**src/rtl/avst_credit_pkg.sv**
```systemverilog
// Shared types for the credit-based Avalon-ST bridge: stream beat layout,
// bridge FSM states and a small pool-size helper.
package avst_credit_pkg;

    // Field widths of the stored stream beat. Instances of credit_to_ready
    // keep their data/empty/channel parameters equal to these values.
    localparam int DATA_W    = 128;
    localparam int EMPTY_W   = 4;
    localparam int CHANNEL_W = 10;

    typedef struct packed {
        logic [CHANNEL_W-1:0] channel;
        logic [DATA_W-1:0]    data;
        logic                 valid;
        logic                 sop;
        logic                 eop;
        logic [EMPTY_W-1:0]   empty;
    } avst_beat_t;

    typedef enum logic {
        WAIT_INIT = 1'b0,
        ACTIVE    = 1'b1
    } credit_state_t;

    // Largest number of credits the receiver may hand out at once.
    function automatic int pool_max(input int credit_width);
        return 1 << credit_width;
    endfunction

endpackage

```
**src/rtl/credit_counter.sv**
```systemverilog
// Available-credit pool: adds granted credits, removes one per transfer and
// one per returned credit, saturates at the pool size and flags overflow.
module credit_counter
    import avst_credit_pkg::*;
#(
    parameter int credit_width = 5
) (
    input  logic                  clk,
    input  logic                  reset_n,
    input  logic                  add,
    input  logic [credit_width-1:0] add_val,
    input  logic                  dec_tx,
    input  logic                  dec_ret,
    output logic [credit_width:0] cnt,
    output logic                  nonzero,
    output logic                  overflow
);

    localparam int SUM_W = credit_width + 2;
    localparam logic [credit_width:0] POOL_CNT = (credit_width+1)'(pool_max(credit_width));

    logic [credit_width:0] r_cnt;
    logic                  r_overflow;
    logic [SUM_W-1:0]      w_sum;
    logic [credit_width:0] w_next;
    logic                  w_over;

    // Next pool value; decrements only arrive while the pool is non-empty and
    // never both in one cycle, so the sum cannot go below zero.
    always_comb begin
        w_sum  = SUM_W'(r_cnt) + (add ? SUM_W'(add_val) : '0)
               - SUM_W'(dec_tx) - SUM_W'(dec_ret);
        w_over = (w_sum > SUM_W'(POOL_CNT));
        w_next = w_over ? POOL_CNT : w_sum[credit_width:0];
    end

    // Pool register and sticky overflow flag.
    always_ff @(posedge clk) begin
        // NOTE: state registers use non-blocking assignments so every flop
        // samples the pre-edge values regardless of statement order.
        if (!reset_n) begin
            r_cnt      <= '0;
            r_overflow <= 1'b0;
        end else begin
            r_cnt <= w_next;
            if (w_over) begin
                r_overflow <= 1'b1;
            end
        end
    end

    assign cnt      = r_cnt;
    assign nonzero  = (r_cnt != '0);
    assign overflow = r_overflow;

endmodule

```
**src/rtl/credit_to_ready.sv**
```systemverilog
// Bridge from a ready-based Avalon-ST sink to a credit-based source: beats are
// accepted only while credits are available and forwarded one cycle later;
// credits left unused during long idle stretches are handed back one by one.
module credit_to_ready
    import avst_credit_pkg::*;
#(
    parameter int data_width    = 128,
    parameter int empty_width   = 4,
    parameter int channel_width = 10,
    parameter int credit_width  = 5,
    parameter int idle_return   = 16
) (
    input  logic                     clk,
    input  logic                     reset_n,
    input  logic [channel_width-1:0] avsi_channel,
    input  logic [data_width-1:0]    avsi_data,
    input  logic                     avsi_sop,
    input  logic                     avsi_eop,
    input  logic [empty_width-1:0]   avsi_empty,
    input  logic                     avsi_valid,
    output logic                     avsi_ready,
    input  logic                     update_credit,
    input  logic [credit_width-1:0]  credit,
    output logic                     return_credit,
    output logic [channel_width-1:0] avso_channel,
    output logic [data_width-1:0]    avso_data,
    output logic                     avso_valid,
    output logic                     avso_sop,
    output logic                     avso_eop,
    output logic [empty_width-1:0]   avso_empty,
    output logic                     credit_overflow
);

    localparam int IDLE_W = $clog2(idle_return + 1);
    localparam logic [IDLE_W-1:0] IDLE_LAST = IDLE_W'(idle_return - 1);
    localparam logic [IDLE_W-1:0] IDLE_MAX  = IDLE_W'(idle_return);

    credit_state_t         r_state;
    credit_state_t         w_state_next;
    logic [IDLE_W-1:0]     r_idle;
    logic [IDLE_W-1:0]     w_idle_next;
    avst_beat_t            r_beat;
    logic [credit_width:0] w_cnt;
    logic                  w_nonzero;
    logic                  w_overflow;
    logic                  w_ready;
    logic                  w_xfer;
    logic                  w_return;
    logic                  w_grant;

    assign w_grant  = update_credit && (credit != '0);
    assign w_xfer   = avsi_valid && w_ready;
    assign w_return = (r_idle == IDLE_LAST) && (w_cnt != '0) && !w_xfer;

    credit_counter #(
        .credit_width (credit_width)
    ) u_credit_counter (
        .clk      (clk),
        .reset_n  (reset_n),
        .add      (update_credit),
        .add_val  (credit),
        .dec_tx   (w_xfer),
        .dec_ret  (w_return),
        .cnt      (w_cnt),
        .nonzero  (w_nonzero),
        .overflow (w_overflow)
    );

    // FSM state register.
    always_ff @(posedge clk) begin
        if (!reset_n) begin
            r_state <= WAIT_INIT;
        end else begin
            r_state <= w_state_next;
        end
    end

    // FSM next state and ready decode; ready depends on registers only.
    always_comb begin
        // NOTE: every output of a combinational block gets a default first so
        // no path through the case statement can leave a latch behind.
        w_state_next = r_state;
        w_ready      = 1'b0;
        case (r_state)
            WAIT_INIT: begin
                if (w_grant) begin
                    w_state_next = ACTIVE;
                end
            end
            ACTIVE: begin
                w_ready = w_nonzero;
            end
            default: begin
                w_state_next = WAIT_INIT;
            end
        endcase
    end

    // Idle counter: cleared by sink activity or a return, otherwise counts up
    // and parks at idle_return.
    always_comb begin
        w_idle_next = r_idle;
        if (avsi_valid || w_xfer || w_return) begin
            w_idle_next = '0;
        end else if (r_idle != IDLE_MAX) begin
            w_idle_next = r_idle + 1'b1;
        end
    end

    // Idle counter register.
    always_ff @(posedge clk) begin
        if (!reset_n) begin
            r_idle <= '0;
        end else begin
            r_idle <= w_idle_next;
        end
    end

    // Output beat register: captures the accepted beat, valid for one cycle.
    always_ff @(posedge clk) begin
        // NOTE: the wide payload is reset as well, since the source side must
        // read all-zero fields after reset and a stale beat must not survive.
        if (!reset_n) begin
            r_beat <= '0;
        end else begin
            r_beat.valid <= w_xfer;
            if (w_xfer) begin
                r_beat.channel <= avsi_channel;
                r_beat.data    <= avsi_data;
                r_beat.sop     <= avsi_sop;
                r_beat.eop     <= avsi_eop;
                r_beat.empty   <= avsi_eop ? avsi_empty : '0;
            end
        end
    end

    assign avsi_ready      = w_ready;
    assign return_credit   = w_return;
    assign credit_overflow = w_overflow;
    assign avso_channel    = r_beat.channel;
    assign avso_data       = r_beat.data;
    assign avso_valid      = r_beat.valid;
    assign avso_sop        = r_beat.sop;
    assign avso_eop        = r_beat.eop;
    assign avso_empty      = r_beat.empty;

endmodule

```
**config.mk**
```make
export PLATFORM = sky130hd
export DESIGN_NAME = credit_to_ready
export DESIGN_NICKNAME = d
export VERILOG_FILES = /design/src/rtl/avst_credit_pkg.sv /design/src/rtl/credit_counter.sv /design/src/rtl/credit_to_ready.sv
export SDC_FILE = /design/constraint.sdc
export NUM_CORES = 1
export LEC_CHECK = 0
export BUFFER_PORTS_ARGS = -buffer_cell sky130_fd_sc_hd__buf_4
export CAP_MARGIN = 40
export CELL_PAD_IN_SITES_DETAIL_PLACEMENT = 0
export CELL_PAD_IN_SITES_GLOBAL_PLACEMENT = 2
export CORE_UTILIZATION = 24
export CTS_CLUSTER_DIAMETER = 60
export DETAILED_ROUTE_END_ITERATION = 10
export PLACE_DENSITY_LB_ADDON = 0.1
export SETUP_SLACK_MARGIN = 0.3
export SLEW_MARGIN = 20
export SYNTH_ARGS = -nofsm -noshare
export SYNTH_HDL_FRONTEND = slang
export SYNTH_SLANG_ARGS = --single-unit
```
**constraint.sdc**
```tcl
create_clock -name clk -period 4.9 [get_ports clk]
set_input_delay 0.245 -clock clk [delete_from_list [all_inputs] [get_ports clk]]
set_output_delay 0.245 -clock clk [all_outputs]
set_load 0.01 [all_outputs]
```
Word-level counts from Yosys, hierarchy flattened
Cells that the tools add are included.
{"block": "totals", "output_inout_bits": 148, "input_bits": 153, "wordCells": 36, "ff_bits": 158}
{"block": "classes", "eq_ne": 2, "add_sub_neg": 4, "n_reduce_logical": 11, "n_bitwise": 1, "n_mux": 6, "magnitude_cmp": 1}
{"cell": "$sub 7x1->7", "n": 2}
{"cell": "$add 6x7->7", "n": 1}
{"cell": "$gt 7x6->1 const B", "n": 1}
{"cell": "$mux 6", "n": 1}
{"cell": "$reduce_bool 6->1", "n": 1}
{"cell": "$add 5x1->5 const B", "n": 1}
{"cell": "$eq 5x4->1 const B", "n": 1}
{"cell": "$mux 5", "n": 1}
{"cell": "$ne 5x5->1 const B", "n": 1}
{"cell": "$reduce_bool 5->1", "n": 1}
{"cell": "$logic_and 1x1->1", "n": 4}
{"cell": "$mux 4", "n": 1}
{"cell": "$reduce_or 2->1", "n": 2}
{"cell": "$mux 1", "n": 3}
{"cell": "$logic_or 1x1->1", "n": 2}
{"cell": "$logic_not 1->1", "n": 1}
{"cell": "$not 1->1", "n": 1}

Longest topological paths before layout
Gate-level depths: netlist of run 1.
{"block": "depth", "depth_word": 8, "ltp_mapped": 16, "ltp_nobuf": 16}

Modules after synthesis
Synthesis of run 1 repeated with hierarchy kept, for this count alone.
{"block": "hier_totals", "hier_cells": 747, "hier_area_um2": 5947.0}
{"module": "credit_to_ready", "instances": 1, "area_per_inst_um2": 5252.5, "cells_each": 662, "seq_area_each_um2": 3022.9}
{"module": "credit_counter", "instances": 1, "area_per_inst_um2": 694.4, "cells_each": 85, "seq_area_each_um2": 140.1}

Worst setup path after synthesis of run 1
OpenSTA, ideal clock, no wires.
{"block": "synth_path", "path_kind": "reg-to-reg", "start": "register u_credit_counter.r_cnt[3] (netlist: u_credit_counter.cnt[3])", "end": "register u_credit_counter.r_cnt[2] (netlist: u_credit_counter.cnt[2])", "path_stages_with_launch": 17, "path_buffers": 1, "required_time_ns": 4.763, "path_slack_ns": 1.271, "setup_ns": 0.137, "arrival_ns": 3.491, "period_less_slack_ns": 3.629, "cell_sequence": "dfxtp_1 -> nor4_1 -> nand3_1 -> nand3_1 -> clkbuf_1 -> nand2_1 -> ha_1 -> inv_1 -> fa_1 -> and3b_2 -> inv_1 -> fa_1 -> nand2b_1 -> a21oi_1 -> mux2i_1 -> o21ai_0 -> nor3_1"}
{"block": "synth_between", "elab_chain_len": 8, "elab_cells_between_ends": 11, "classes_between": "add/sub (3); order compare (1); mux (1); reduce/logical (6)"}
{"element": "from (decl)", "line_no": "credit_counter.sv:22", "rtl": "logic [credit_width:0] r_cnt;"}
{"element": "from (signal assigned)", "line_no": "credit_counter.sv:45", "rtl": "r_cnt <= w_next;"}
{"element": "branches (longest 5 deep; another with $add 6x7->7)"}
{"element": "$sub 7x1->7 (*)", "line_no": "credit_counter.sv:32", "rtl": "- SUM_W'(dec_tx) - SUM_W'(dec_ret);"}
{"element": "$gt 7x6->1", "line_no": "credit_counter.sv:33", "rtl": "w_over = (w_sum > SUM_W'(POOL_CNT));"}
{"element": "$reduce_or 2->1 (no line)"}
Every way passes the cells marked *.
A chain may end at the register's enable or synchronous reset.

Worst setup path after layout of run 1
Same ends and word-level chain as after synthesis.

==> results of run 1 <==
power by group through the flow:
stage	registers (mW)	logic (mW)	clock network, mW
floorplan	1.65	0.682	0
global placement	1.58	1.27	0
detailed placement	1.58	1.27	0
CTS	1.55	1.27	1.34
global route	1.58	1.39	1.39
finish	1.55	1.25	1.28
cell type report:
cell class / count / area [um^2]
multi-input cells: 515 / 2439
well taps: 324 / 405.4
fillers: 2639 / 15340
inverters: 23 / 88.84
flip-flops and latches: 158 / 3163
clock inverters: 13 / 132.6
repair buffers: 307 / 2325
clock buffers: 18 / 429.2
routing by layer:
metal	GRT usage	wire, um	vias to the layer above
li1	-	-	2963
met1	0.2007	9053	2589
met2	0.2553	9523	188
met3	0.05184	1493	14
met4	0.04458	208	0
met5	0	0	-
worst paths after layout:
check | endpoint | startpoint | slack (ps)
max | u_credit_counter.cnt[2] | u_credit_counter.cnt[3] | 1060
min | avso_data[111] | avsi_data[111] | 60
max reg2reg | u_credit_counter.cnt[2] | u_credit_counter.cnt[3] | 1060
min reg2reg | avso_empty[1] | avso_empty[1] | 450
placed cells by master (no fill, tap or decap), drive strengths merged:
master	count
a21o	1
a21oi	150
a221oi	1
a31oi	2
a32oi	1
and2	2
and3	4
and3b	1
buf	307
bufinv	1
clkbuf	18
clkinv	1
clkinvlp	6
dfxtp	158
fa	2
ha	13
inv	28
mux2i	2
nand2	292
nand2b	1
nand3	7
nand3b	1
nor2	9
nor3	6
nor3b	1
nor4	1
nor4b	1
o21a	1
o21ai	4
o31a	1
o41ai	1
or2	1
or3	2
xnor2	4
xor2	3
flip-flops by register name, indices dropped and copies added, names as in the netlist:
signal,flops
r_idle,5
u_credit_counter.cnt,6
avso_eop,1
avso_data,128
avso_empty,4
u_credit_counter.overflow,1
avso_sop,1
avso_valid,1
r_state,1
avso_channel,10
through the flow:
stage | setup WS, ps | instances | utilization | area [um^2]
after global routing | 733.8 | 1358 | 0.3693 | 8982
final | 1063 | 1358 | 0.3693 | 8982
after CTS | 1038 | 1358 | 0.3693 | 8982
after floorplan | 1271 | 744 | - | 5952
after global placement | 1032 | 1326 | 0.3451 | 8393
after detailed placement | 1071 | 1327 | 0.3462 | 8421
logic make-up after synthesis:
| group | Yosys count | share of synthesized area |
|---|---|---|
| AND/OR/NAND/NOR | 329 | 0.2180 |
| AO/OA/AOI/OAI | 162 | 0.1411 |
| flip-flops | 158 | 0.5314 |
| buffers and inverters | 71 | 0.06180 |
| adder cells (fa/ha/maj) | 15 | 0.03406 |
| XOR/XNOR | 7 | 0.01030 |
| multiplexers | 2 | 0.003364 |
synthesized netlist by cell type:
cell,n
a21o_1,1
a21oi_1,150
a221oi_2,1
a31oi_1,2
a32oi_1,1
and2_1,2
and3_1,4
and3b_2,1
buf_2,6
buf_4,13
buf_6,6
clkbuf_1,23
dfxtp_1,158
fa_1,2
ha_1,13
inv_1,23
mux2i_1,2
nand2_1,292
nand2b_1,1
nand3_1,7
nand3b_1,1
nor2_1,9
nor3_1,6
nor3b_1,1
nor4_1,1
nor4b_1,1
o21a_1,1
o21ai_0,4
o31a_1,1
o41ai_1,1
or2_2,1
or3_1,2
xnor2_1,4
xor2_1,3
worst min-delay path, delay by kind of cell:
family | cells | cell delay (ps)
simple gates | 1 | 40
compound gates | 1 | 50
buf+inv | 1 | 110
==> results.json, run 1 <==
{
  "tns_ps": 0,
  "cp.required_ps": 5190,
  "fin_worst_hold_slack_ps": 64.19,
  "via_count": 5754,
  "wl_um": 20280,
  "initial_core_util": 0.2447,
  "areaGrowthSynthToFinish_pct": 50.91,
  "drt-pass1-iter-count": 4,
  "cts_tree": "yes",
  "p_total_mw": 4.087,
  "syn_area_per_cell_um2": 8.000,
  "worst-path-stages": 15,
  "syn-cell-area_um2": 5952,
  "critPathKind": "flip-flop to flip-flop",
  "drive_gt1_frac": 0.3317,
  "hold_violations": 0,
  "slowest_stage": "fa_1",
  "via_per_inst": 4.237,
  "worst-path-buf-inv": 2,
  "gp_congestion": 0.7459,
  "max-slew-margin-rel": 0.4237,
  "clock-sinks": 158,
  "path_clk_slew_ps": 70,
  "fp.dieH_um": 159.5,
  "die_width_um": 159.5,
  "drc": 0,
  "internal_power_mw": 2.710,
  "finalCritPeriodShare": 0.7830,
  "synth_fp_nets": 912,
  "critPathLaunchType": "flip-flop",
  "grt_usage": 0.1582,
  "tightestPinTransition_ps": 852.5,
  "r2r_cells": 15,
  "grt_start_max_net_pins": 71,
  "seqPwrFrac": 0.380,
  "synth_top_cell_by_area": "dfxtp_1",
  "insertion_delay_ps": 420,
  "end_kind": "flip-flop",
  "synth_top_cell_area_share": 0.5314,
  "overflow": 0,
  "cts-resized-gates": 0,
  "ant_nets": 0,
  "drt_iter0_drc": 287,
  "io_buffer_count": 300,
  "hold_path.class": "input port to flip-flop",
  "outcome": "finished clean",
  "postCtsSetupRepairBufs": 0,
  "grt_pass1_vias": 5590,
  "layout_min_cycle_time_ps": 3837,
  "combPwrFrac": 0.306,
  "crit_path_max_incr_delay_ps": 450,
  "antennaDiodeCount": 0,
  "finClkSkew_ps": 8.336,
  "cp_cell_sequence": "nor4_1, nand3_1, nand2_1, nand2_1, ha_1, inv_1, fa_1, and3b_2, inv_1, fa_1, nand2b_1, a21oi_1, mux2i_1, o21ai_0, nor3_1",
  "antenna_found_initial": 0,
  "cp_max_fo": 5,
  "grt_pass1_wl_um": 31570,
  "dp_hpwl_um": 14100,
  "cpLargestDelayFamily": "simple AND/OR/NAND/NOR gates",
  "swShare": 0.3368,
  "yosysSeqAreaShare": 0.5314,
  "hold_depth": 3,
  "dieArea_um2": 25430,
  "yosysUniqueCellTypes": 34,
  "cts_buffers": 17,
  "p_sw_mw": 1.376,
  "yosys_warnings": 0,
  "core_um2": 24320,
  "drv_cap": 0,
  "setup_viol": 0,
  "ios": 301,
  "num_rows": 57,
  "cts_htree_levels": 4,
  "ys_ff_latch": 158,
  "cts_root_buf": "clkbuf_16",
  "postSynthCellCount": 744,
  "p_leak_nw": 3.817,
  "timing.fmax_mhz": 260.6,
  "rsz0062_at_grt": "no",
  "cts_hold_buf": 0,
  "power_density_nw_per_um2": 455.0,
  "critPathArrivalTime_ps": 4120,
  "avgRoutedWirePerCell_um": 14.93,
  "layout.nets": 1190,
  "ir_drop_v": 0.0002198,
  "cts_buffer_depth": 2,
  "synth_area_leaders": "dfxtp_1, nand2_1, a21oi_1",
  "clkPwrFrac": 0.314,
  "maxSlewViolCount": 0
}
Note: power is estimated with default switching activity, not from simulation.
==> run 2: changes to the inputs <==
==> constraint.sdc (replaced) <==
create_clock -name clk -period 3.8 [get_ports clk]
set_input_delay 0.19 -clock clk [delete_from_list [all_inputs] [get_ports clk]]
set_output_delay 0.19 -clock clk [all_outputs]
set_load 0.01 [all_outputs]
==> run 2 against run 1 <==
Against the previous run: hold slack got worse by 42 ps; sequential power rose by 30%; critical path type unchanged; largest power group unchanged; setup slack got worse by 700 ps; critical endpoint is now u_credit_counter.overflow.
==> results.json, run 2 (synthesized netlist as in run 1, its figures left out) <==
{
  "max-slew-margin-rel": 0.4379,
  "tightestPinTransition_ps": 843.1,
  "antenna_found_initial": 0,
  "layout_commonest_cell": "buf_4",
  "use_met1": 0.1948,
  "timing.fmax_mhz": 290.6,
  "gp_congestion": 0.7351,
  "setup_viol": 0,
  "cp.required_ps": 4110,
  "cts_tree": "yes",
  "layout_min_cycle_time_ps": 3441,
  "overflow": 0,
  "dp.cells": 1328,
  "drv_cap": 0,
  "power_density_nw_per_um2": 535.2,
  "clock-sinks": 158,
  "avgRoutedWirePerCell_um": 14.08,
  "dieArea_um2": 25430,
  "timing.rr.end": "u_credit_counter.overflow",
  "cts_htree_levels": 4,
  "grt_use_met2": 0.2717,
  "antennaDiodeCount": 0,
  "reg2reg_from": "r_idle[0]",
  "finalCritPeriodShare": 0.9055,
  "insertion_delay_ps": 420,
  "drt_iter0_drc": 344,
  "grt_start_max_net_pins": 147,
  "die_width_um": 159.5,
  "core_um2": 24320,
  "fin_worst_hold_slack_ps": 22.13,
  "cts_buffer_depth": 2,
  "fp.dieH_um": 159.5,
  "drive_gt1_frac": 0.3234,
  "final_core_util": 0.4181,
  "tns_ps": 0,
  "ios": 301,
  "end_kind": "flip-flop",
  "layout_common_cells": "buf_4, nand2_1, dfxtp_1",
  "outcome": "finished clean",
  "via_per_inst": 4.187,
  "hold_violations": 0,
  "hold_path.class": "input port to flip-flop",
  "ant_nets": 0,
  "ir_drop_v": 0.0003577,
  "grt_pass1_wl_um": 32360,
  "combPwrFrac": 0.335,
  "hold_depth": 3,
  "grt-busiest-layer": "met2",
  "critPathLaunchType": "flip-flop",
  "areaGrowthSynthToFinish_pct": 70.82,
  "r2r_cells": 16,
  "use_met3": 0.04741,
  "swShare": 0.3382,
  "layout.nets": 1300,
  "cts_buffers": 17,
  "clkPwrFrac": 0.295,
  "drt-pass1-iter-count": 4,
  "drc": 0,
  "internal_power_mw": 3.601,
  "startpoint": "r_idle[0]",
  "p_sw_mw": 1.840,
  "dp_hpwl_um": 13610,
  "largest_reg_flops": 128,
  "finClkSkew_ps": 11.92,
  "wl_um": 20680,
  "timing.final.ws_setup_ps": 359.2,
  "path_clk_slew_ps": 70,
  "via_count": 6147,
  "num_rows": 57,
  "p_leak_nw": 4.298,
  "critPathArrivalTime_ps": 3750,
  "maxSlewViolCount": 0,
  "cp_max_fo": 3,
  "grt_pass1_vias": 5901,
  "cts_root_buf": "clkbuf_16",
  "instances_no_fill": 1468,
  "seqPwrFrac": 0.370,
  "rsz0062_at_grt": "yes",
  "place_ws_ps": 114.5,
  "io_buffer_count": 300,
  "r2r_setup_slack_ps": 360,
  "initial_core_util": 0.2447,
  "critPathKind": "flip-flop to flip-flop",
  "endpoint": "u_credit_counter.overflow",
  "grt_usage": 0.1606
}
==> run 2: changes by cell type in the layout (fill, tap and decap cells not counted), sizes merged <==
cell / change
dlygate4sd3: +103
buf: +7
clkinv: +1
bufinv: -1
==> run 2: metrics by stage <==
stage / total power, mW / area, um^2
4_1_cts: 5.464 / 10060
5_1_grt: 5.807 / 10170
3_5_place_dp: 3.685 / 8451
2_1_floorplan: 3.006 / 5956
6_report: 5.442 / 10170
3_3_place_gp: 3.683 / 8418
==> run 2: layout make-up <==
type	count	area, um^2
fillers	2551	14150
repair buffers	417	3431
flip-flops and latches	158	3169
multi-input cells	515	2525
clock buffers	18	439.2
well taps	324	405.4
clock inverters	13	108.9
inverters	23	88.84
==> run 2: metal layers <==
metal	up-vias	share of wire
li1	3188	-
met1	2754	0.45
met2	188	0.48
met3	17	0.060
met4	0	0.011
met5	-	0
==> run 2: repair_timing <==
action                                 in CTS  in global routing
setup endpoints to repair                   7                  7
cloned                                      0                  0
gates resized for setup                    10                 13
buffers inserted                            2                  4
endpoints found under the hold margin     100                  3
hold buffers                              100                  3
pin swaps                                   3                 11
==> run 2: worst min-delay path by stage <==
stage                    from                 endpoint
2_1_floorplan         reset_n  u_credit_counter.cnt[5]
3_3_place_gp    avsi_data[99]            avso_data[99]
3_5_place_dp   avsi_data[109]           avso_data[109]
4_1_cts         avsi_data[19]            avso_data[19]
5_1_grt         avsi_data[49]            avso_data[49]
6_report        avsi_data[49]            avso_data[49]
==> run 2: power groups by stage <==
stage | clock (mW) | sequential [mW] | combinational (mW)
floorplan | 0 | 2.12 | 0.883
global placement | 0 | 2.03 | 1.65
detailed placement | 0 | 2.04 | 1.65
CTS | 1.67 | 2.00 | 1.79
global route | 1.75 | 2.04 | 2.01
finish | 1.61 | 2.01 | 1.82
==> run 2: critical path, cell delays in order (launching register included) <==
cell and delay [ps]:
dfxtp_2 330, ha_2 190, and3_4 180, ha_2 170, nand2_2 90, nand2_4 60
ha_4 260, inv_2 30, fa_1 430, and3b_2 260, inv_2 40, fa_2 350
nand2b_4 160, a21oi_4 130, mux2i_2 260, nor2_1 90, o31a_1 300
==> run 3: changes to the inputs <==
--- a/config.mk
+++ b/config.mk
@@ -13,6 +13,7 @@
 export CTS_CLUSTER_DIAMETER = 60
 export DETAILED_ROUTE_END_ITERATION = 10
 export PLACE_DENSITY_LB_ADDON = 0.1
+export REMOVE_ABC_BUFFERS = 1
 export SETUP_SLACK_MARGIN = 0.3
 export SLEW_MARGIN = 20
 export SYNTH_ARGS = -nofsm -noshare
==> run 3 against run 2 <==
Against the previous run: clock skew is 1.1 ps lower; final cell count shrank 3.7%; largest cell class is now flip-flops and latches; final area down 4.1%; sequential power barely moved.
==> results.json, run 3 (synthesized netlist as in run 1, its figures left out) <==
{
  "outcome": "finished clean",
  "antennaDiodeCount": 0,
  "overflow": 0,
  "cts_buffers": 17,
  "clock-sinks": 158,
  "avgRoutedWirePerCell_um": 14.29,
  "cp_cell_sequence": "ha_4, and3_4, ha_2, nand2_2, nand2_4, ha_4, inv_2, fa_1, and3b_2, inv_2, fa_2, nand2b_4, a21oi_4, mux2i_2, nor2_2, o31a_1",
  "end_kind": "flip-flop",
  "worst-path-buf-inv": 2,
  "multi_input_area_um2": 2556,
  "largest_reg_flops": 128,
  "placed_cell_area_um2": 8451,
  "areaGrowthSynthToFinish_pct": 63.82,
  "grt_usage": 0.1536,
  "rsz0062_at_grt": "yes",
  "internal_power_mw": 3.951,
  "wl_um": 20190,
  "cts_buffer_depth": 2,
  "io_buffer_count": 300,
  "maxSlewViolCount": 0,
  "cts_htree_levels": 4,
  "dieArea_um2": 25430,
  "swShare": 0.3165,
  "drt_iter0_drc": 212,
  "layout.nets": 1245,
  "die_width_um": 159.5,
  "cts_tree": "yes",
  "crit_path_max_incr_delay_ps": 410,
  "antenna_found_initial": 0,
  "layout_commonest_cell": "buf_4",
  "cp_max_fo": 4,
  "fp.dieH_um": 159.5,
  "drive_gt1_frac": 0.3444,
  "combPwrFrac": 0.315,
  "p_sw_mw": 1.829,
  "timing.fmax_mhz": 293.2,
  "critPathArrivalTime_ps": 3720,
  "drt-pass1-iter-count": 4,
  "hold_path.class": "input port to flip-flop",
  "num_rows": 57,
  "tightestPinTransition_ps": 871.3,
  "core_um2": 24320,
  "gp_congestion": 0.7586,
  "via_count": 5947,
  "hold_violations": 0,
  "finalCritPeriodShare": 0.8977,
  "slowest_stage": "fa_1",
  "final_area_um2": 9751,
  "p_leak_nw": 4.137,
  "layout_common_cells": "buf_4, nand2_1, dfxtp_1",
  "path_clk_slew_ps": 70,
  "via_per_inst": 4.209,
  "nFillCells": 2620,
  "setup_viol": 0,
  "grt_start_max_net_pins": 147,
  "cts_root_buf": "clkbuf_16",
  "power_density_nw_per_um2": 592.8,
  "layout_min_cycle_time_ps": 3411,
  "tns_ps": 0,
  "dp_hpwl_um": 13590,
  "critPathKind": "flip-flop to flip-flop",
  "critPathLaunchType": "flip-flop",
  "drv_cap": 0,
  "seqPwrFrac": 0.347,
  "ant_nets": 0,
  "initial_core_util": 0.2447,
  "cp.required_ps": 4110,
  "grt_pass1_wl_um": 30730,
  "finClkSkew_ps": 10.81,
  "clkPwrFrac": 0.338,
  "grt_pass1_vias": 5626,
  "ios": 301,
  "max-slew-margin-rel": 0.4191,
  "drc": 0,
  "ff_latch_area_um2": 3167,
  "ir_drop_v": 0.0003109,
  "cpLargestDelayFamily": "adder cells",
  "insertion_delay_ps": 410
}
==> run 3: changes by cell type in the layout (fill, tap and decap cells not counted), sizes merged <==
cell         delta
buf             +2
bufinv          +6
clkinv          -1
clkinvlp        -3
dlygate4sd3    -57
inv             -2
==> run 3: layer usage <==
layer	track usage	vias to the layer above	wire, um
li1	-	3055	-
met1	0.1806	2699	8776
met2	0.2658	182	9909
met3	0.04975	11	1287
met4	0.04371	0	214
met5	0	-	0
==> run 3: repair_timing <==
item                                    in CTS  in global routing
gates resized for setup                      8                 20
hold endpoints to repair                    46                  0
setup buffers                                2                  5
hold buffers                                46                  0
endpoints found under the setup margin       7                  7
pin swaps                                    3                 13
==> run 3: worst paths after layout <==
| path | start | end | slack [ps] | cells after the start |
|---|---|---|---|---|
| setup / recovery | r_idle[1] | u_credit_counter.overflow | 390 | 16 |
| hold / removal | avsi_channel[8] | avso_channel[8] | 20 | 3 |
| setup reg to reg | r_idle[1] | u_credit_counter.overflow | 390 | 16 |
| hold reg to reg | avso_data[57] | avso_data[57] | 450 | 2 |
==> run 3: tightest hold or removal path: stages <==
cell     delay [ps]
buf_4           110
nand2_1          40
a21oi_1          50
==> run 3: through the flow <==
stage | instances | hold WS, ps | total power [mW] | util | setup WS [ps]
after floorplan | 696 | 307.6 | 2.933 | - | -2115
after global placement | 1327 | 438.0 | 3.694 | 0.3465 | 24.71
after detailed placement | 1329 | 444.0 | 3.698 | 0.3475 | -25.39
after CTS | 1408 | 0.04552 | 5.791 | 0.3962 | 317.3
after global routing | 1413 | 4.672 | 6.121 | 0.4009 | 243.7
final | 1413 | 21.04 | 5.780 | 0.4009 | 388.8
==> run 3: power by group through the flow <==
stage               clock [mW]  sequential (mW)  combinational (mW)
floorplan                    0             2.12               0.809
global placement             0             2.03                1.66
detailed placement           0             2.04                1.66
CTS                       2.02             2.00                1.76
global route              2.08             2.04                2.00
finish                    1.95             2.01                1.82
==> run 3: layout make-up <==
| type | instances | share of cell area |
|---|---|---|
| inverters | 23 | 0.009111 |
| clock buffers | 18 | 0.04401 |
| well taps | 324 | 0.04158 |
| repair buffers | 362 | 0.2941 |
| flip-flops and latches | 158 | 0.3248 |
| multi-input cells | 515 | 0.2622 |
| clock inverters | 13 | 0.02425 |
